==> config.mk <==
export PLATFORM = sky130hd
export DESIGN_NAME = wb_commit_unit
export DESIGN_NICKNAME = d
export VERILOG_FILES = /design/src/rtl/wb_commit_unit_pkg.sv /design/src/rtl/wb_load_queue.sv /design/src/rtl/wb_commit_unit.sv
export SDC_FILE = /design/constraint.sdc
export NUM_CORES = 1
export LEC_CHECK = 0
export ABC_AREA = 1
export CORE_AREA = 2 2 142 171
export CTS_BUF_LIST = sky130_fd_sc_hd__clkbuf_16
export DETAILED_ROUTE_END_ITERATION = 7
export DIE_AREA = 0 0 144 173
export GPL_TIMING_DRIVEN = 0
export MAX_ROUTING_LAYER = met4
export PLACE_DENSITY_LB_ADDON = 0.3
export SLEW_MARGIN = 20
export SYNTH_ARGS = -nofsm -noshare
export SYNTH_HDL_FRONTEND = slang
export SYNTH_HIERARCHICAL = 1
export SYNTH_SLANG_ARGS = --single-unit
==> constraint.sdc <==
create_clock -name clk -period 3 [get_ports clk]
set_clock_uncertainty 0.05 [all_clocks]
set_input_delay 0.6 -clock clk [delete_from_list [all_inputs] [get_ports clk]]
set_output_delay 0.6 -clock clk [all_outputs]
set_load 0.02 [all_outputs]
==> src/rtl/wb_commit_unit_pkg.sv <==
// ============================================================================
// Module   : wb_commit_unit_pkg
// Purpose  : Shared widths and the write-source type for the commit unit.
// Revision : 1.0 - initial release
// ============================================================================
`default_nettype none

package wb_commit_unit_pkg;

  localparam int unsigned XLEN_DEFAULT        = 32;
  localparam int unsigned RFIDX_WIDTH_DEFAULT = 5;
  localparam int unsigned LQ_DEPTH_DEFAULT    = 4;

  typedef enum logic [1:0] {
    SRC_NONE = 2'd0,
    SRC_ALU  = 2'd1,
    SRC_LOAD = 2'd2
  } wb_src_e;

endpackage

`default_nettype wire

==> src/rtl/wb_load_queue.sv <==
// ============================================================================
// Module   : wb_load_queue
// Purpose  : Synchronous FIFO for load results waiting for the write port.
// Revision : 1.0 - initial release
// ============================================================================
`default_nettype none

module wb_load_queue #(
  parameter int unsigned WIDTH = 37,
  parameter int unsigned DEPTH = 4
) (
  input  logic             clk,
  input  logic             rst_n,
  input  logic             push_i,
  input  logic [WIDTH-1:0] din_i,
  input  logic             pop_i,
  output logic [WIDTH-1:0] dout_o,
  output logic             full_o,
  output logic             empty_o
);

  localparam int unsigned AW    = $clog2(DEPTH);
  localparam int unsigned PTR_W = AW + 1;

  logic [WIDTH-1:0] mem_q [DEPTH];
  logic [PTR_W-1:0] wr_ptr_q;
  logic [PTR_W-1:0] rd_ptr_q;

  // Extra pointer MSB distinguishes full from empty when the indices match.
  assign empty_o = (wr_ptr_q == rd_ptr_q);
  assign full_o  = (wr_ptr_q[AW] != rd_ptr_q[AW]) &&
                   (wr_ptr_q[AW-1:0] == rd_ptr_q[AW-1:0]);
  assign dout_o  = mem_q[rd_ptr_q[AW-1:0]];

  always_ff @(posedge clk or negedge rst_n) begin
    if (!rst_n) begin
      wr_ptr_q <= '0;
      rd_ptr_q <= '0;
    end else begin
      if (push_i) wr_ptr_q <= wr_ptr_q + PTR_W'(1);
      if (pop_i)  rd_ptr_q <= rd_ptr_q + PTR_W'(1);
    end
  end

  always_ff @(posedge clk) begin
    if (push_i) mem_q[wr_ptr_q[AW-1:0]] <= din_i;
  end

endmodule

`default_nettype wire

==> src/rtl/wb_commit_unit.sv <==
// ============================================================================
// Module   : wb_commit_unit
// Purpose  : Merges ALU and load results onto the single regfile write port
//            and tracks pending destination registers for hazard stalls.
// Revision : 1.0 - initial release
// ============================================================================
`default_nettype none

module wb_commit_unit
  import wb_commit_unit_pkg::*;
#(
  parameter int unsigned XLEN        = XLEN_DEFAULT,
  parameter int unsigned RFIDX_WIDTH = RFIDX_WIDTH_DEFAULT,
  parameter int unsigned LQ_DEPTH    = LQ_DEPTH_DEFAULT
) (
  input  logic                   clk,
  input  logic                   rst_n,
  input  logic                   alu_valid,
  input  logic [RFIDX_WIDTH-1:0] alu_rd,
  input  logic [XLEN-1:0]        alu_data,
  input  logic                   lsu_valid,
  output logic                   lsu_ready,
  input  logic [RFIDX_WIDTH-1:0] lsu_rd,
  input  logic [XLEN-1:0]        lsu_data,
  input  logic                   issue_valid,
  input  logic [RFIDX_WIDTH-1:0] issue_rd,
  input  logic [RFIDX_WIDTH-1:0] rs1_addr,
  input  logic [RFIDX_WIDTH-1:0] rs2_addr,
  input  logic [RFIDX_WIDTH-1:0] rd_addr,
  output logic                   rs1_busy,
  output logic                   rs2_busy,
  output logic                   rd_busy,
  output logic [RFIDX_WIDTH-1:0] write_addr,
  output logic [XLEN-1:0]        write_data,
  output logic                   reg_write
);

  localparam int unsigned NREGS = 1 << RFIDX_WIDTH;
  localparam int unsigned LQ_W  = RFIDX_WIDTH + XLEN;

  logic                   w_alu_take;
  logic                   w_push;
  logic                   w_pop;
  logic                   w_full;
  logic                   w_empty;
  logic [LQ_W-1:0]        w_lq_head;
  wb_src_e                w_src;

  logic                   reg_write_q,  reg_write_d;
  logic [RFIDX_WIDTH-1:0] write_addr_q, write_addr_d;
  logic [XLEN-1:0]        write_data_q, write_data_d;
  logic [NREGS-1:0]       sb_q,         sb_d;

  // x0 loads complete the handshake but never occupy a queue slot.
  assign w_alu_take = alu_valid && (alu_rd != '0);
  assign lsu_ready  = !w_full;
  assign w_push     = lsu_valid && lsu_ready && (lsu_rd != '0);
  assign w_pop      = (w_src == SRC_LOAD);

  wb_load_queue #(
    .WIDTH (LQ_W),
    .DEPTH (LQ_DEPTH)
  ) u_load_queue (
    .clk     (clk),
    .rst_n   (rst_n),
    .push_i  (w_push),
    .din_i   ({lsu_rd, lsu_data}),
    .pop_i   (w_pop),
    .dout_o  (w_lq_head),
    .full_o  (w_full),
    .empty_o (w_empty)
  );

  always_comb begin
    if (w_alu_take)    w_src = SRC_ALU;
    else if (!w_empty) w_src = SRC_LOAD;
    else               w_src = SRC_NONE;
  end

  always_comb begin
    reg_write_d  = 1'b0;
    write_addr_d = write_addr_q;
    write_data_d = write_data_q;
    case (w_src)
      SRC_ALU: begin
        reg_write_d  = 1'b1;
        write_addr_d = alu_rd;
        write_data_d = alu_data;
      end
      SRC_LOAD: begin
        reg_write_d                  = 1'b1;
        {write_addr_d, write_data_d} = w_lq_head;
      end
      default: ;
    endcase
  end

  // Clear for the committing register first so a same-edge issue re-sets it.
  always_comb begin
    sb_d = sb_q;
    if (reg_write_q) sb_d[write_addr_q] = 1'b0;
    if (issue_valid && (issue_rd != '0)) sb_d[issue_rd] = 1'b1;
  end

  always_ff @(posedge clk or negedge rst_n) begin
    if (!rst_n) begin
      reg_write_q  <= 1'b0;
      write_addr_q <= '0;
      write_data_q <= '0;
      sb_q         <= '0;
    end else begin
      reg_write_q  <= reg_write_d;
      write_addr_q <= write_addr_d;
      write_data_q <= write_data_d;
      sb_q         <= sb_d;
    end
  end

  assign rs1_busy   = sb_q[rs1_addr] && (rs1_addr != '0);
  assign rs2_busy   = sb_q[rs2_addr] && (rs2_addr != '0);
  assign rd_busy    = sb_q[rd_addr]  && (rd_addr  != '0);

  assign reg_write  = reg_write_q;
  assign write_addr = write_addr_q;
  assign write_data = write_data_q;

endmodule

`default_nettype wire

-- Yosys cells after proc, flatten, opt, wreduce, memory -nomap -nowiden
Memory sizes are Yosys's and may differ from the RTL's.
Cells that the tools add are included.
- add/subtract/negate cells: 2
- $lt $le $gt $ge: 7
- equality and inequality tests: 5
- mux-type cells: 19
- bitwise logic cells: 3
- reductions and logical operators: 19
- operator list (cell ; number):
    $mux W32 ; 2
    $pmux W32 S2 ; 1
    $and A32 B32 Y32 ; 1
    $not A32 Y32 ; 1
    $or A32 B32 Y32 ; 1
    $lt A5 B6 Y1 const B ; 5
    $reduce_bool A5 Y1 ; 6
    $bmux W1 S5 ; 3
    $demux W1 S5 ; 2
    $ge A5 B1 Y1 const B ; 2
    $logic_and A1 B1 Y1 ; 10
    $pmux W5 S2 ; 1
    $mux W1 ; 8
    $add A3 B1 Y3 const B ; 2
    $mux W2 ; 2
    $eq A3 B3 Y1 ; 1
    $eq A2 B1 Y1 const B ; 1
    $eq A2 B2 Y1 ; 1
    $eq A2 B2 Y1 const B ; 1
    $reduce_bool A2 Y1 ; 1
    $reduce_or A2 Y1 ; 1
    $logic_not A1 Y1 ; 1
    $ne A1 B1 Y1 ; 1
- register bits after elaboration: 76
- memory bits (writable): 148
- input port bits: 99
- logic and storage cells: 62
- memories kept: 1
- memories (memory ; words ; bits a word ; rd ports ; clocked after Yosys merged registers in ; write ports ; RTL line ; source):
    u_load_queue.mem_q ; 4 ; 37 ; 1 ; 0 ; 1 ; wb_load_queue.sv:25 ; logic [WIDTH-1:0] mem_q [DEPTH];

-- Longest topological paths before layout
Gate-level depths: netlist (run 1).
- word-level depth: 9
- gate-level depth with buffers: 12

-- By module
Netlist (run 1), hierarchy kept.
- by module, submodules not included (module ; instances ; cells an instance ; area each (um2)):
    wb_load_queue ; 1 ; 474 ; 6324.8
    wb_commit_unit ; 1 ; 630 ; 4190.3

-- Least setup slack after synthesis (run 1)
No wires, ideal clock.
- path type: reg2reg
- start point: reg u_load_queue.rd_ptr_q[0]
- end point: mem u_load_queue.mem_q[3][0] (enable)
- arrival: 2.254 ns
- data required time: 2.558 ns
- path slack: 0.304 ns
- stages on the path, launching flop included: 12
- buffers on the path: 3
- clock period less this slack: 2.696 ns
- cell sequence: dfrtp_1 buf_6 buf_2 xnor2_1 nand2_1 nor2_1 inv_1 nand3_1 inv_1 clkbuf_1 nand2_1 inv_1
- word-level cells in the longest chain between the ends: 7
- ends and longest elaborated chain (what ; RTL line ; source):
    start: declaration ; wb_load_queue.sv:27 ; logic [PTR_W-1:0] rd_ptr_q;
    start signal: assignment ; wb_load_queue.sv:41 ; if (pop_i) rd_ptr_q <= rd_ptr_q + PTR_W'(1);
    $eq A2 B2 Y1 ; wb_load_queue.sv:32 ; (wr_ptr_q[AW-1:0] == rd_ptr_q[AW-1:0]);
    $logic_and A1 B1 Y1 ; wb_load_queue.sv:31 ; assign full_o = (wr_ptr_q[AW] != rd_ptr_q[AW]) &&
    net w_full ; wb_commit_unit.sv:44 ; logic w_full;
    $logic_not A1 Y1 ; wb_commit_unit.sv:56 ; assign lsu_ready = !w_full;
    net lsu_ready ; wb_commit_unit.sv:22 ; output logic lsu_ready,
    $logic_and A1 B1 Y1 (2 in series) ; wb_commit_unit.sv:57 ; assign w_push = lsu_valid && lsu_ready && (lsu_rd != '0);
    net w_push ; wb_commit_unit.sv:42 ; logic w_push;
    $mux W1 ; wb_load_queue.sv:46 ; if (push_i) mem_q[wr_ptr_q[AW-1:0]] <= din_i;
    $mux W1 (implied by the code) ; wb_load_queue.sv:46 ;
    end: declaration ; wb_load_queue.sv:25 ;
The timed path passes the listed nets, and every way through them passes these cells.

-- Final worst setup path (run 1)
- start point: reg u_load_queue.rd_ptr_q[0]
- end point: out lsu_ready
- word-level cells in the longest chain between the ends: 3
- ends and longest elaborated chain (what ; RTL line):
    $eq A2 B2 Y1 ; wb_load_queue.sv:32
    $logic_and A1 B1 Y1 ; wb_load_queue.sv:31
    net w_full ; wb_commit_unit.sv:44
    $logic_not A1 Y1 ; wb_commit_unit.sv:56
    end: declaration ; wb_commit_unit.sv:22
The timed path passes the listed nets, and every way through them passes these cells.

==> impl_metrics.env, run 1 <==
export IMPL_crit_path_cell_trace="buf_6, buf_2, xnor2_1, nand2_1, nor2_1, inv_1, clkdlybuf4s50_1"
export IMPL_hp_class="flip-flop to flip-flop"
export IMPL_root_buffer="clkbuf_16"
export IMPL_worstReg2RegEnd="u_load_queue/mem_q[0][26]"
export IMPL_grt_pass1_vias=8356
export IMPL_postRouteAntennaNets=0
export IMPL_worstPathArrival_ns=2.25
export IMPL_postSynthNetCount=1208
export IMPL_syn_to_final_growth_pct=23.41
export IMPL_reg2reg_depth=12
export IMPL_synth_edff_count=148
export IMPL_seq_area_frac_synth_pct=60.35
export IMPL_worstPathRequired_ns=2.35
export IMPL_cts_made_buffers=21
export IMPL_status="finished, final reports clean"
export IMPL_start_kind="flip-flop"
export IMPL_route_vias_total=8196
export IMPL_layoutNonFillerInstCount=1598
export IMPL_drt_wl_total_mm=27.04
export IMPL_crit_fanout=10
export IMPL_holdWs_ns=0.4438
export IMPL_ir_drop_uv=462.2
export IMPL_avgSynthCellArea_um2=9.525
export IMPL_vias_per_cell=5.129
export IMPL_finalSetupViolations=0
export IMPL_cpMaxStageDelayCell="clkdlybuf4s50_1"
export IMPL_slew_headroom_pct=61.82
export IMPL_yosysWarnings=6
export IMPL_ys_flop_type="edfxtp_1"
export IMPL_grt_max_degree=51
export IMPL_finalInstanceArea_um2=12980
export IMPL_holdPathEnd="write_data[3]"
export IMPL_min_from="write_data[3]"
export IMPL_power_leakage_uw=0.005595
export IMPL_end_kind="output pin"
export IMPL_synth_commonest_cells="378 x nand2_1, 148 x edfxtp_1, 148 x inv_1"
export IMPL_crit_reg2reg_launch="u_load_queue/rd_ptr_q[0]"
export IMPL_fill_cells=2037
export IMPL_core_um2=23130
export IMPL_synth_largest_area_cell="edfxtp_1"
export IMPL_synth_area_um2=10520
export IMPL_grt_overflow=0
export IMPL_fin_util_pct=56.11
export IMPL_r2r_setup_slack_ns=0.35
export IMPL_hold_violations=0
export IMPL_ys_ff_latch=224
export IMPL_drc=0
export IMPL_fin_crit_ns=2.896
export IMPL_drt_iter0_drc=524
export IMPL_dpl_hpwl_mm=19.03
export IMPL_nets=1371
export IMPL_initial_core_util_pct=45.47
export IMPL_drt_pre_antenna_iters=5
export IMPL_ios=141
export IMPL_async_flop_share_pct=33.93
export IMPL_die_h_um=173
export IMPL_slowest_delay_ns=0.62
export IMPL_grt_usage_pct=22.52
export IMPL_htreeDepth=1
export IMPL_die_w_um=144
export IMPL_ys_top_cells_by_area="edfxtp_1 42%, dfrtp_1 18%, nand2_1 13%"
export IMPL_grt_antenna_before_repair=2
export IMPL_place_congestion=0.9418
export IMPL_worst_pin_slew_ns=0.5727
export IMPL_die_area_um2=24910
export IMPL_clockBufferDepth=3
export IMPL_port_buffers=134
export IMPL_tns_ns=0
export IMPL_drv_slew=0
export IMPL_clock_latency_ns=0.50
export IMPL_row_count=61
export IMPL_post_route_period_util_pct=96.54
export IMPL_placed_area_um2=12360
export IMPL_grt_pass1_wl_mm=42.68
export IMPL_cap_viol_max_count=0
export IMPL_min_path_cells=2
export IMPL_layout_drive_gt1_share_pct=7.806
export IMPL_wire_per_inst_um=16.92
export IMPL_synth_most_common_cell="nand2_1"
export IMPL_rsz0062_at_grt="false"
export IMPL_synth_top_area_share_pct=42.27
export IMPL_fmax_ghz=0.3453
export IMPL_power_density_nw_per_um2=924.5
export IMPL_synth_cell_type_count=27
export IMPL_synthCells=1104
export IMPL_critical_path_class="flip-flop to output pin"
export IMPL_cts_tree="built"
export IMPL_cts_sinks=224
export IMPL_place_inst=1558
export IMPL_clk_pin_slew_worst_paths_ns=0.06
-- how the worst max path moves through the flow --
stage / to / from / cells after the start / slack [ns]
floorplan: u_load_queue/mem_q[3][0] / u_load_queue/rd_ptr_q[0] / 11 / 0.30
global placement: write_data[28] / rst_n / 1 / -1.54
detailed placement: rs2_busy / rs2_addr[2] / 10 / -0.05
CTS: rs2_busy / rs2_addr[3] / 9 / 0.01
global route: lsu_ready / u_load_queue/rd_ptr_q[0] / 7 / 0.02
finish: lsu_ready / u_load_queue/rd_ptr_q[0] / 7 / 0.10
-- report_power, final --
group / total, uW / internal [uW] / leakage (uW) / switching, uW
Sequential: 4720 / 4280 / 0.00226 / 432
Clock: 2340 / 1270 / 0.000316 / 1070
Combinational: 4940 / 1860 / 0.00302 / 3080
-- cell usage in the layout (no fill, tap or decap), drive strengths merged --
cell / Yosys / final
xnor2: 3 / 3
edfxtp: 148 / 148
o21ai: 62 / 62
o31ai: 3 / 3
ha: 5 / 5
dlygate4sd3: 0 / 1
clkdlybuf4s50: 0 / 130
dlygate4sd2: 0 / 2
xor2: 3 / 3
dfrtp: 76 / 76
clkbuf: 6 / 27
clkinvlp: 0 / 1
a31oi: 3 / 3
nand2: 380 / 380
nand3: 113 / 113
dlymetal6s2s: 0 / 1
nor3: 9 / 9
diode: 0 / 2
buf: 42 / 48
o221ai: 1 / 1
clkinv: 3 / 11
inv: 153 / 160
nor2: 16 / 16
o211ai: 78 / 78
-- through the flow --
| stage | total power [uW] | setup slack, ns |
|---|---|---|
| 2_1_floorplan | 7770 | 0.3044 |
| 3_3_place_gp | 9538 | -1.541 |
| 3_5_place_dp | 9715 | -0.04589 |
| 4_1_cts | 12070 | 0.01209 |
| 5_1_grt | 12800 | 0.02218 |
| 6_report | 12000 | 0.1037 |
-- layout make-up --
type	instances	area, um2	area share, %
multi-input cells	676	3234	24.93
clock inverters	16	67.56	0.5207
well taps	315	394.1	3.037
inverters	156	585.6	4.513
plain buffers	48	354.1	2.729
repair buffers	140	1464	11.28
flip-flops and latches	224	6346	48.91
clock buffers	21	525.5	4.050
diodes	2	5.005	0.03857
-- critical path: cells and delay by family (launching register included) --
family	cells	cell delay, ns
DFF	1	0.39
and+or+nand+nor	2	0.12
buffers and inverters	4	1.08
xor gates and xnor gates	1	0.15
-- kinds of logic (layout without fill, tap and decap cells) --
kind of cell / after synthesis / in the layout / synth area share (%)
other cells: 0 / 2 / 0
buf+inv: 204 / 381 / 8.936
flops: 224 / 224 / 60.35
xor+xnor: 6 / 6 / 0.4999
compound gates: 147 / 147 / 9.603
fa+ha+maj: 5 / 5 / 0.5950
simple gates: 518 / 518 / 20.01
-- metal layers --
layer  track usage (%)  part of all wire (%)  up-vias
met1             26.20                    39     3887
met2             39.66                    52      270
met3             3.157                   5.9       58
met4             7.639                   2.9        0
met5                 -                     0        -
li1                  -                     -     3981
-- repair_timing --
item | in CTS | in global routing
hold buffers | 1 | 0
buffers inserted | 0 | 0
hold endpoints to repair | 5 | 0
resized for setup | 3 | 2
setup endpoints to repair | 3 | 1
-- sequential cells by signal, summed over array words and instances, names as in the netlist --
signal and cells:
write_data 32, u_load_queue/mem_q 148, write_addr 5, reg_write 1
u_load_queue/wr_ptr_q 3, sb_q 32, u_load_queue/rd_ptr_q 3
Power figures use the tool's default switching activity.
==> inputs of run 2 (changes only) <==
--- a/config.mk
+++ b/config.mk
@@ -13,6 +13,7 @@
 export GPL_TIMING_DRIVEN = 0
 export MAX_ROUTING_LAYER = met4
 export PLACE_DENSITY_LB_ADDON = 0.3
+export SKIP_CTS_REPAIR_TIMING = 1
 export SLEW_MARGIN = 20
 export SYNTH_ARGS = -nofsm -noshare
 export SYNTH_HDL_FRONTEND = slang
==> impl_metrics.env, run 2 (synthesis gave the netlist of run 1 again) <==
export IMPL_start_kind="primary input"
export IMPL_m1WireLength_mm=10.66
export IMPL_cts_sinks=224
export IMPL_dr_wl_met3_mm=1.441
export IMPL_slew_headroom_pct=61.47
export IMPL_violations="negative hold slack"
export IMPL_mostFrequentLayoutCells="378 x nand2_1, 151 x inv_1, 148 x edfxtp_1, 131 x clkdlybuf4s50_1, 113 x nand3_1"
export IMPL_clock_latency_ns=0.49
export IMPL_power_density_nw_per_um2=924.9
export IMPL_ir_drop_uv=462.4
export IMPL_final_common_cell="nand2_1"
export IMPL_drt_iter0_drc=493
export IMPL_postRouteAntennaNets=0
export IMPL_hold_violations=4
export IMPL_vias_per_cell=5.117
export IMPL_die_h_um=173
export IMPL_finalSetupViolations=0
export IMPL_die_area_um2=24910
export IMPL_port_buffers=134
export IMPL_grt_max_degree=51
export IMPL_grt_pass1_vias=8348
export IMPL_root_buffer="clkbuf_16"
export IMPL_drt_wl_total_mm=26.96
export IMPL_cts_made_buffers=21
export IMPL_syn_to_final_growth_pct=23.33
export IMPL_place_congestion=0.9418
export IMPL_route_vias_total=8172
export IMPL_die_w_um=144
export IMPL_dpl_hpwl_mm=19.03
export IMPL_fmax_ghz=0.3365
export IMPL_drv_slew=0
export IMPL_post_route_period_util_pct=99.05
export IMPL_crit_reg2reg_launch="u_load_queue/rd_ptr_q[0]"
export IMPL_worstPathArrival_ns=2.32
export IMPL_cap_viol_max_count=0
export IMPL_wire_per_inst_um=16.88
export IMPL_grt_pass1_wl_mm=42.65
export IMPL_core_um2=23130
export IMPL_crit_fanout=4
export IMPL_power_total_uw=12000
export IMPL_clk_pin_slew_worst_paths_ns=0.06
export IMPL_initial_core_util_pct=45.47
export IMPL_place_ws_ns=-0.04589
export IMPL_grt_usage_pct=22.51
export IMPL_placed_area_um2=12360
export IMPL_drt_pre_antenna_iters=5
export IMPL_drc=0
export IMPL_holdWs_ns=-0.004006
export IMPL_highest_layer="met4"
export IMPL_wl_met2_mm=14.12
export IMPL_status="complete, but fails checks"
export IMPL_layout_drive_gt1_share_pct=7.734
export IMPL_grt_antenna_before_repair=2
export IMPL_ios=141
export IMPL_cts_tree="built"
export IMPL_rsz0062_at_grt="true"
export IMPL_clockBufferDepth=3
export IMPL_finalInstanceArea_um2=12970
export IMPL_end_kind="output pin"
export IMPL_worst_slack_ns=0.02848
export IMPL_row_count=61
export IMPL_worst_pin_slew_ns=0.5780
export IMPL_fin_crit_ns=2.972
export IMPL_critical_path_class="primary input to output pin"
export IMPL_hp_class="primary input to asynchronous set/reset pin"
export IMPL_worstReg2RegEnd="u_load_queue/mem_q[0][26]"
export IMPL_r2r_setup_slack_ns=0.34
export IMPL_largest_reg_flops=148
export IMPL_worstPathRequired_ns=2.35
export IMPL_nets=1370
export IMPL_htreeDepth=1
export IMPL_power_leakage_uw=0.005598
export IMPL_reg2reg_depth=12
export IMPL_grt_overflow=0
==> run 2: power by group <==
group | internal (uW) | switching (uW)
Combinational | 1860 | 3080
Sequential | 4280 | 431
Clock | 1270 | 1070
Total | 7410 | 4580
==> run 2: critical path, cell delays in order <==
cell	delay (ns)
clkdlybuf4s50_1	0.52
inv_1	0.10
nor2_2	0.16
nand2_1	0.07
nand2_1	0.06
inv_1	0.05
nand2_1	0.06
nand2_1	0.05
nand2_1	0.06
clkdlybuf4s50_1	0.59
==> run 2: area by class of cell <==
cell class | count | area [um2]
Sequential cell | 224 | 6346
Clock inverter | 16 | 67.56
Inverter | 156 | 585.6
Clock buffer | 21 | 525.5
Multi-Input combinational cell | 676 | 3232
Timing Repair Buffer | 139 | 1459
Buffer | 48 | 354.1
Fill cell | 2035 | 10160
Tap cell | 315 | 394.1
Antenna cell | 2 | 5.005
==> run 2: through the flow <==
stage / cells / util [%] / TNS [ns] / hold slack [ns]
final: 1597 / 56.08 / 0 / -0.004006
after global routing: 1597 / 56.08 / -0.1341 / 0.006380
after CTS: 1595 / 56.02 / -0.1071 / -0.004130
after detailed placement: 1558 / 53.46 / -0.08077 / 0.4327
after global placement: 1553 / 52.97 / -201.16 / 0.4288
after floorplan: 1104 / - / 0 / 0.2544
==> run 2: how the worst max path moves through the flow <==
| stage | slack (ns) | cells after the start | from | end |
|---|---|---|---|---|
| 2_1_floorplan | 0.30 | 11 | u_load_queue/rd_ptr_q[0] | u_load_queue/mem_q[3][0] |
| 3_3_place_gp | -1.54 | 1 | rst_n | write_data[28] |
| 3_5_place_dp | -0.05 | 10 | rs2_addr[2] | rs2_busy |
| 4_1_cts | -0.06 | 10 | rs2_addr[2] | rs2_busy |
| 5_1_grt | -0.13 | 9 | rs2_addr[3] | rs2_busy |
| 6_report | 0.03 | 10 | rs2_addr[2] | rs2_busy |
==> run 2: routing by layer <==
| metal | GRT usage, % | vias up |
|---|---|---|
| li1 | - | 3980 |
| met1 | 26.20 | 3899 |
| met2 | 39.62 | 245 |
| met3 | 3.157 | 48 |
| met4 | 7.639 | 0 |
| met5 | - | - |
==> inputs of run 3 (changes only) <==
--- a/config.mk
+++ b/config.mk
@@ -6,10 +6,12 @@
 export NUM_CORES = 1
 export LEC_CHECK = 0
 export ABC_AREA = 1
-export CORE_AREA = 2 2 142 171
+export CELL_PAD_IN_SITES_DETAIL_PLACEMENT = 0
+export CELL_PAD_IN_SITES_GLOBAL_PLACEMENT = 1
+export CORE_AREA = 3 3 147 178
 export CTS_BUF_LIST = sky130_fd_sc_hd__clkbuf_16
 export DETAILED_ROUTE_END_ITERATION = 7
-export DIE_AREA = 0 0 144 173
+export DIE_AREA = 0 0 150 181
 export GPL_TIMING_DRIVEN = 0
 export MAX_ROUTING_LAYER = met4
 export PLACE_DENSITY_LB_ADDON = 0.3
==> impl_metrics.env, run 3 (synthesis gave the netlist of run 1 again) <==
export IMPL_status="finished, final reports clean"
export IMPL_dpl_hpwl_mm=19.64
export IMPL_place_inst=1568
export IMPL_clock_latency_ns=0.49
export IMPL_place_congestion=0.8959
export IMPL_clk_pin_slew_worst_paths_ns=0.06
export IMPL_ir_drop_uv=591.7
export IMPL_highest_layer="met4"
export IMPL_min_path_cells=2
export IMPL_diodes=0
export IMPL_final_common_cell="nand2_1"
export IMPL_row_count=63
export IMPL_htreeDepth=1
export IMPL_place_ws_ns=-0.02017
export IMPL_initial_core_util_pct=42.76
export IMPL_grt_max_degree=57
export IMPL_ios=141
export IMPL_post_route_period_util_pct=89.83
export IMPL_wl_met2_mm=14.47
export IMPL_largest_reg_flops=148
export IMPL_finalSetupViolations=0
export IMPL_hold_violations=0
export IMPL_grt_antenna_before_repair=0
export IMPL_layout_drive_gt1_share_pct=8.119
export IMPL_wire_per_inst_um=16.85
export IMPL_crit_reg2reg_launch="u_load_queue/rd_ptr_q[0]"
export IMPL_reg2reg_depth=12
export IMPL_power_density_nw_per_um2=941.6
export IMPL_drc=0
export IMPL_die_w_um=150
export IMPL_start_kind="flip-flop"
export IMPL_power_leakage_uw=0.005655
export IMPL_min_from="write_data[3]"
export IMPL_crit_cells=12
export IMPL_clockBufferDepth=3
export IMPL_drt_iter0_drc=435
export IMPL_worst_pin_slew_ns=0.5726
export IMPL_nets=1371
export IMPL_postRouteAntennaNets=0
export IMPL_syn_to_final_growth_pct=24.58
export IMPL_slowest_delay_ns=0.41
export IMPL_die_h_um=181
export IMPL_cpMaxStageDelayCell="inv_2"
export IMPL_drv_slew=0
export IMPL_fin_crit_ns=2.695
export IMPL_rsz0062_at_grt="false"
export IMPL_end_kind="flip-flop"
export IMPL_worstPathRequired_ns=3.14
export IMPL_worstReg2RegEnd="u_load_queue/mem_q[0][17]"
export IMPL_grt_pass1_wl_mm=42.48
export IMPL_die_area_um2=27150
export IMPL_r2r_setup_slack_ns=0.31
export IMPL_crit_family="buffers and inverters"
export IMPL_hp_class="flip-flop to flip-flop"
export IMPL_holdPathEnd="write_data[3]"
export IMPL_grt_pass1_vias=8032
export IMPL_crit_fanout=19
export IMPL_cts_made_buffers=21
export IMPL_core_um2=24590
export IMPL_dr_wl_met3_mm=1.068
export IMPL_route_vias_total=7961
export IMPL_holdWs_ns=0.4474
export IMPL_grt_overflow=0
export IMPL_root_buffer="clkbuf_16"
export IMPL_worst_slack_ns=0.3051
export IMPL_crit_path_cell_trace="buf_6, buf_2, xnor2_1, nand2_1, nor2_1, inv_1, nand3_1, inv_1, clkbuf_1, nand2_1, inv_2, buf_16"
export IMPL_drt_wl_total_mm=27.07
export IMPL_cts_sinks=224
export IMPL_vias_per_cell=4.957
export IMPL_critical_path_class="flip-flop to flip-flop"
export IMPL_m1WireLength_mm=10.80
export IMPL_layoutNonFillerInstCount=1606
export IMPL_worstPathArrival_ns=2.84
export IMPL_grt_usage_pct=20.38
export IMPL_cts_tree="built"
export IMPL_tns_ns=0
export IMPL_mostFrequentLayoutCells="378 x nand2_1, 148 x edfxtp_1, 147 x inv_1, 129 x clkdlybuf4s50_1, 113 x nand3_1"
export IMPL_worst_path_buf_inv=7
export IMPL_cap_viol_max_count=0
export IMPL_drt_pre_antenna_iters=5
export IMPL_fin_util_pct=53.27
export IMPL_slew_headroom_pct=61.83
export IMPL_port_buffers=134
export IMPL_fmax_ghz=0.3711
[run 3: report_power, final]
group / internal, uW / switching, uW
clock: 1620 / 1100
combinational: 1860 / 3040
sequential: 4280 / 426
[run 3: layout make-up]
| class | instances | area (um2) |
|---|---|---|
| sequential | 224 | 6346 |
| timing repair buffer | 140 | 1474 |
| buffer | 48 | 354.1 |
| inverter | 156 | 585.6 |
| clock buffer | 21 | 525.5 |
| tap | 325 | 406.6 |
| fill | 2276 | 11490 |
| multi-input combinational | 676 | 3229 |
| clock inverter | 16 | 178.9 |
[run 3: how the worst max path moves through the flow]
stage                                   from                        end  slack [ns]
global route        u_load_queue/rd_ptr_q[0]  u_load_queue/mem_q[2][18]        0.15
global placement                       rst_n              write_data[5]       -1.61
finish              u_load_queue/rd_ptr_q[0]  u_load_queue/mem_q[0][17]        0.31
CTS                              rs1_addr[2]                   rs1_busy       -0.03
floorplan           u_load_queue/rd_ptr_q[0]   u_load_queue/mem_q[3][0]        0.30
detailed placement               rs1_addr[2]                   rs1_busy       -0.02
[run 3: through the flow]
| step | instance area (um2) | total power, uW |
|---|---|---|
| 6_report | 13100 | 12340 |
| 5_1_grt | 13100 | 13140 |
| 3_3_place_gp | 12260 | 9589 |
| 3_5_place_dp | 12380 | 9721 |
| 2_1_floorplan | 10520 | 7770 |
| 4_1_cts | 13080 | 12480 |
[run 3: routing by layer]
| metal | track usage, % | vias up |
|---|---|---|
| met1 | 22.86 | 3758 |
| met4 | 6.078 | 0 |
| met5 | - | - |
| met3 | 2.509 | 50 |
| met2 | 37.57 | 172 |
| li1 | - | 3981 |
[run 3: worst register-to-register path, delay by kind of cell (launching register included)]
kind / cells / cell delay (ns)
flops: 1 / 0.39
simple gates: 4 / 0.33
xor+xnor: 1 / 0.16
buf+inv: 7 / 1.44
